==> src/rtl/hamming_rx_ctrl_if.sv <==
// Stream handshake bundle for the Hamming(7,4) receive controller:
// codeword input stream and decoded nibble output stream.
interface hamming_rx_ctrl_if;
  logic       in_valid;
  logic       in_ready;
  logic [6:0] in_code;
  logic       out_valid;
  logic       out_ready;
  logic [3:0] out_data;
  logic [2:0] out_syn;

  modport master (
    output in_valid, in_code, out_ready,
    input  in_ready, out_valid, out_data, out_syn
  );

  modport slave (
    input  in_valid, in_code, out_ready,
    output in_ready, out_valid, out_data, out_syn
  );
endinterface

==> src/rtl/hamming_rx_ctrl.sv <==
// Hamming(7,4) single-error-correcting receiver: one word in flight,
// IDLE -> CHECK -> (CORRECT) -> OUT, with saturating delivery statistics.
module hamming_rx_ctrl #(
  parameter int CNT_W = 8
) (
  input  logic                 clk,
  input  logic                 rst,
  hamming_rx_ctrl_if.slave     bus,
  input  logic                 clr_stats,
  output logic [CNT_W-1:0]     word_cnt,
  output logic [CNT_W-1:0]     corr_cnt
);

  typedef enum logic [1:0] {IDLE, CHECK, CORRECT, OUT} state_t;

  state_t           state_q, state_d;
  logic [6:0]       word_q, word_d;
  logic [2:0]       syn_q, syn_d;
  logic             out_valid_q, out_valid_d;
  logic [3:0]       out_data_q, out_data_d;
  logic [2:0]       out_syn_q, out_syn_d;
  logic [CNT_W-1:0] word_cnt_q, word_cnt_d;
  logic [CNT_W-1:0] corr_cnt_q, corr_cnt_d;

  logic [2:0]       syn_calc;
  logic [6:0]       fixed_word;
  logic             deliver;

  // Syndrome points at the 1-based position of the flipped bit.
  always_comb begin
    syn_calc[0] = word_q[0] ^ word_q[2] ^ word_q[4] ^ word_q[6];
    syn_calc[1] = word_q[1] ^ word_q[2] ^ word_q[5] ^ word_q[6];
    syn_calc[2] = word_q[3] ^ word_q[4] ^ word_q[5] ^ word_q[6];
    fixed_word  = word_q ^ (7'd1 << (syn_q - 3'd1));
  end

  assign deliver = (state_q == OUT) && bus.out_ready;

  always_comb begin
    state_d     = state_q;
    word_d      = word_q;
    syn_d       = syn_q;
    out_valid_d = out_valid_q;
    out_data_d  = out_data_q;
    out_syn_d   = out_syn_q;

    case (state_q)
      IDLE: begin
        if (bus.in_valid) begin
          word_d  = bus.in_code;
          state_d = CHECK;
        end
      end
      CHECK: begin
        syn_d = syn_calc;
        if (syn_calc == 3'd0) begin
          state_d     = OUT;
          out_valid_d = 1'b1;
          out_data_d  = {word_q[6], word_q[5], word_q[4], word_q[2]};
          out_syn_d   = 3'd0;
        end else begin
          state_d = CORRECT;
        end
      end
      CORRECT: begin
        word_d      = fixed_word;
        state_d     = OUT;
        out_valid_d = 1'b1;
        out_data_d  = {fixed_word[6], fixed_word[5], fixed_word[4], fixed_word[2]};
        out_syn_d   = syn_q;
      end
      OUT: begin
        if (bus.out_ready) begin
          state_d     = IDLE;
          out_valid_d = 1'b0;
        end
      end
      default: state_d = IDLE;
    endcase
  end

  // Clear wins over a same-cycle delivery; counters stick at all-ones.
  always_comb begin
    word_cnt_d = word_cnt_q;
    corr_cnt_d = corr_cnt_q;
    if (clr_stats) begin
      word_cnt_d = '0;
      corr_cnt_d = '0;
    end else if (deliver) begin
      if (word_cnt_q != {CNT_W{1'b1}})
        word_cnt_d = word_cnt_q + CNT_W'(1);
      if ((syn_q != 3'd0) && (corr_cnt_q != {CNT_W{1'b1}}))
        corr_cnt_d = corr_cnt_q + CNT_W'(1);
    end
  end

  always_ff @(posedge clk or posedge rst) begin
    if (rst) begin
      state_q     <= IDLE;
      word_q      <= '0;
      syn_q       <= '0;
      out_valid_q <= 1'b0;
      out_data_q  <= '0;
      out_syn_q   <= '0;
      word_cnt_q  <= '0;
      corr_cnt_q  <= '0;
    end else begin
      state_q     <= state_d;
      word_q      <= word_d;
      syn_q       <= syn_d;
      out_valid_q <= out_valid_d;
      out_data_q  <= out_data_d;
      out_syn_q   <= out_syn_d;
      word_cnt_q  <= word_cnt_d;
      corr_cnt_q  <= corr_cnt_d;
    end
  end

  // Ready is a pure state decode, masked so it stays low throughout reset.
  assign bus.in_ready  = (state_q == IDLE) && !rst;
  assign bus.out_valid = out_valid_q;
  assign bus.out_data  = out_data_q;
  assign bus.out_syn   = out_syn_q;
  assign word_cnt      = word_cnt_q;
  assign corr_cnt      = corr_cnt_q;

endmodule

==> src/flat_wrapper.sv <==
// flat-port wrapper written by rule: the top's interface ports become plain ports
module hamming_rx_ctrl_flat 
#(
  parameter int CNT_W = 8
)
  (clk, rst, clr_stats, word_cnt, corr_cnt, bus_in_valid, bus_in_code, bus_out_ready, bus_in_ready, bus_out_valid, bus_out_data, bus_out_syn);
  hamming_rx_ctrl_if bus_i ();
  input  logic clk;
  input  logic rst;
  input  logic clr_stats;
  output logic [CNT_W-1:0] word_cnt;
  output logic [CNT_W-1:0] corr_cnt;
  input wire logic [$bits(bus_i.in_valid)-1:0] bus_in_valid;
  input wire logic [$bits(bus_i.in_code)-1:0] bus_in_code;
  input wire logic [$bits(bus_i.out_ready)-1:0] bus_out_ready;
  output wire logic [$bits(bus_i.in_ready)-1:0] bus_in_ready;
  output wire logic [$bits(bus_i.out_valid)-1:0] bus_out_valid;
  output wire logic [$bits(bus_i.out_data)-1:0] bus_out_data;
  output wire logic [$bits(bus_i.out_syn)-1:0] bus_out_syn;
  assign bus_i.in_valid = bus_in_valid;
  assign bus_i.in_code = bus_in_code;
  assign bus_i.out_ready = bus_out_ready;
  assign bus_in_ready = bus_i.in_ready;
  assign bus_out_valid = bus_i.out_valid;
  assign bus_out_data = bus_i.out_data;
  assign bus_out_syn = bus_i.out_syn;
  hamming_rx_ctrl #(.CNT_W(CNT_W)) u_core (.clk(clk), .rst(rst), .bus(bus_i), .clr_stats(clr_stats), .word_cnt(word_cnt), .corr_cnt(corr_cnt));
endmodule
==> config.mk <==
export PLATFORM = sky130hd
export DESIGN_NAME = hamming_rx_ctrl_flat
export DESIGN_NICKNAME = d
export VERILOG_FILES = /design/src/rtl/hamming_rx_ctrl_if.sv /design/src/rtl/hamming_rx_ctrl.sv /design/src/flat_wrapper.sv
export SDC_FILE = /design/constraint.sdc
export NUM_CORES = 1
export LEC_CHECK = 0
export CORE_ASPECT_RATIO = 1.2
export CORE_MARGIN = 5
export CORE_UTILIZATION = 50
export DETAILED_ROUTE_END_ITERATION = 8
export GPL_TIMING_DRIVEN = 1
export HOLD_SLACK_MARGIN = 0.1
export PLACE_DENSITY = 0.83
export SLEW_MARGIN = 20
export SYNTH_ARGS = -nofsm -noshare
export SYNTH_HDL_FRONTEND = slang
export SYNTH_SLANG_ARGS = --single-unit
==> constraint.sdc <==
create_clock -name clk -period 2.3 [get_ports clk]
set_input_delay 0.46 -clock clk [delete_from_list [all_inputs] [get_ports clk]]
set_output_delay 0.46 -clock clk [all_outputs]
set_load 0.01 [all_outputs]
==> results.md <==
* Status: complete, no violations
* Min-delay src: u_core.bus.out_data[3]
* Cells after Synth at 218
* Top_reg_cell synth: dfrtp_1
* Largest family of logic cells by synthesized area: simple AND/OR/NAND/NOR gates
* HPWL Detailed at 3.037 mm
* DRC at 0
* IO Count at 37
* Syn nets at 236
* Vias in the first global route at 1658
* Register area at 900.9 um2
* First-pass GRT wire length at 7.452 mm
* Diodes inserted at 0
* Async SR Flop Fraction at 100.0%
* Yosys Warn Count at 0
* Final setup violation count at 0
* Initial core utilization at 51.87%
* Min Tclk post-route at 2.201 ns
* Worst Tran Pin Value at 0.5715 ns
* Hold WC Path Type: flop to flop
* Crit path launch type: flop
* Die Span X at 68.61 um
* Critical Path Fanout Max at 4
* Logic pwr share at 52.2%
* NumNets Final at 273
* Placed Cells at 302
* RSZ-0062 raised after global routing: no
* Placer Congestion at 0.8420
* Clock Latency Late Sink at 0.29 ns
* Share of the synthesized area in the top cell type at 43.72%
* Root buffer cell: clkbuf_8
* H-tree depth at 2
* Mapped cell area at 2061 um2
* Total wire length at 4.255 mm
* VDD IR-drop max at 0.0008004 V
* Vias/cell at 5.388
* Final period util at 95.69%
* Fillcell total at 341
* Psw at 1305 uW
* R2R Setup Slk at 0.37 ns
* Power density of the placed cells at 1262 nW/um2
* Multi-input logic area at 1080 um2
* Post-Synth XOR/XNOR Area at 9.715%
* Multiplexer share of the synthesized area at 4.614%
* Most instantiated cells after synthesis: dfrtp_1 (36), nor2_1 (26), xnor2_1 (18)
* Pin count of the biggest net entering global routing at 37
* Area leader, netlist: dfrtp_1
* Post-synth EDFFs at 0
* Die Y at 80.33 um
* Final Skew at 0.003205 ns
* Sw Share at 40.16%
* Per-cell routed wire length at 13.77 um
* Routed Antenna Nets at 0
* Total die area at 5511 um2
* Arrival @ worst endpoint at 1.74 ns
* Register area share after synthesis at 43.72%
* Max-cap viol count at 0
* Via count at 1665
* Netlist cell types at 41
* Core Rows at 25
* Adder-cell share of the synthesized area at 3.643%
* Fin. Hold Viols at 0
* Launch point of the worst path: u_core.state_q[0]
* Max_slew headroom at 61.78%
* Hold WS at 0.5003 ns
* Reg-to-reg startpoint: u_core.word_q[2]
* Avg Inst Size Synth at 9.453 um2
* Post-synthesis compound-gate area fraction at 17.12%
* Total gr overflow at 0
* Int Pwr at 1945 uW
* CTS buffer count at 5
* Post-CTS Hold Buffers at 0
* Flops & latches, synth at 36
* Pre-CTS WS at 0.2873 ns
* Port Buffers at 36
* Clock share of power at 14.9%
* Gr usage total at 17.88%
* Most numerous cell in the Yosys netlist: dfrtp_1
* Clk slew on worst S/H paths at 0.07 ns
* Share of cells above drive strength 1 at 9.804%
* CTS tree: yes
* Crit Path Class: flop to output pin
* Clock Path Buffers at 2
* Layout area overhead at 25.02%
* Lkg Pwr at 0.001039 uW
* DRT Pass-1 Iters at 4
* CTS sink cnt at 36
* Share of total power in sequential cells at 33.0%
* Setup_tns at 0 ns
* Layout Cells excl Fill at 309
* Crit end category: output pin
* Max Slew Vio Count at 0
* Initial antenna violation count at 0
* Ranking of synthesized cells by area: dfrtp_1 (44%), xnor2_1 (7.7%), nor2_1 (4.7%)
* DRT iter0 DRCs at 106
* Simple-gate portion of the synthesized area at 17.18%
* Fmax at 0.4544 GHz
* Req. time, crit path at 1.84 ns
* Fin worst setup slack at 0.09910 ns
* Core footprint at 3973 um2
## layer usage
| metal | wire, um | vias to the layer above | global-route usage, % |
|---|---|---|---|
| li1 | - | 831 | - |
| met2 | 2193 | 34 | 31.04 |
| met5 | 0 | - | 0 |
| met3 | 210 | 7 | 4.196 |
| met1 | 1774 | 793 | 20.69 |
| met4 | 76 | 0 | 6.759 |
## critical path: stages (launching register included)
cell             delay (ns)
dfrtp_1                0.41
inv_1                  0.12
ha_2                   0.22
inv_1                  0.08
nor2_1                 0.10
clkdlybuf4s50_1        0.54
## state kept, by name (all words and copies together) (netlist names)
register / flops
u_core.word_q: 7
u_core.bus.out_valid: 1
u_core.state_q: 2
u_core.word_cnt: 8
u_core.bus.out_data: 4
u_core.bus.out_syn: 3
u_core.corr_cnt: 8
u_core.syn_q: 3
## cell usage in the layout, fill, tap and decap left out, types with 4 or more instances in the layout
master           netlist  routed
inv_1                 12      12
clkbuf_8               0       7
mux2i_1                5       5
nand3_1               12      12
ha_1                   6       5
or3_1                  4       4
nand2_1               10      10
dfrtp_1               36      36
nor3_1                 7       7
xnor2_1               18      18
clkdlybuf4s50_1        0      36
o21ai_0               10      10
a21oi_1               15      15
mux2_2                 4       4
nor2b_1                6       6
nor2_1                26      26
## path summary, 6_finish.rpt
kind / cells past startpoint / end
worst max-delay path: 5 / bus_in_ready
worst min-delay path: 1 / u_core.bus.out_data[3]
worst max register to register: 5 / u_core.bus.out_data[1]
worst min register to register: 1 / u_core.bus.out_data[3]
max in group asynchronous: 3 / u_core.word_cnt[6]
min in group asynchronous: 3 / u_core.bus.out_data[3]
## layout make-up
cell class	count	area share (%)
Clock buffer	7	3.740
Inverter	13	1.894
Multi-Input combinational cell	160	41.91
Sequential cell	36	34.97
Tap cell	54	2.623
Timing Repair Buffer	39	14.86
## through the flow
stage | utilization [%] | power, uW | area (um2)
after floorplan | - | 2310 | 2061
after global placement | 62.36 | 2709 | 2477
after detailed placement | 62.36 | 2774 | 2477
after CTS | 64.79 | 3281 | 2574
after global routing | 64.85 | 3517 | 2576
final | 64.85 | 3250 | 2576
## power groups by stage
stage | Clock [uW] | Combinational, uW | Sequential, uW
5_1_grt | 524 | 1890 | 1100
4_1_cts | 498 | 1710 | 1070
3_3_place_gp | 0 | 1640 | 1070
3_5_place_dp | 0 | 1690 | 1080
2_1_floorplan | 0 | 1300 | 1010
6_report | 483 | 1700 | 1070
## what timing repair did
action	CTS	global route
endpoints found under the setup margin	0	1
gates resized for setup	0	1
setup buffers	0	0
## kinds of logic after synthesis
kind of cell / count (synthesis)
AO/OA/AOI/OAI: 50
XOR/XNOR: 22
flip-flops: 36
buffers and inverters: 22
multiplexers: 9
AND/OR/NAND/NOR: 73
adder cells (fa/ha/maj): 6
Power figures use the tool's default switching activity.
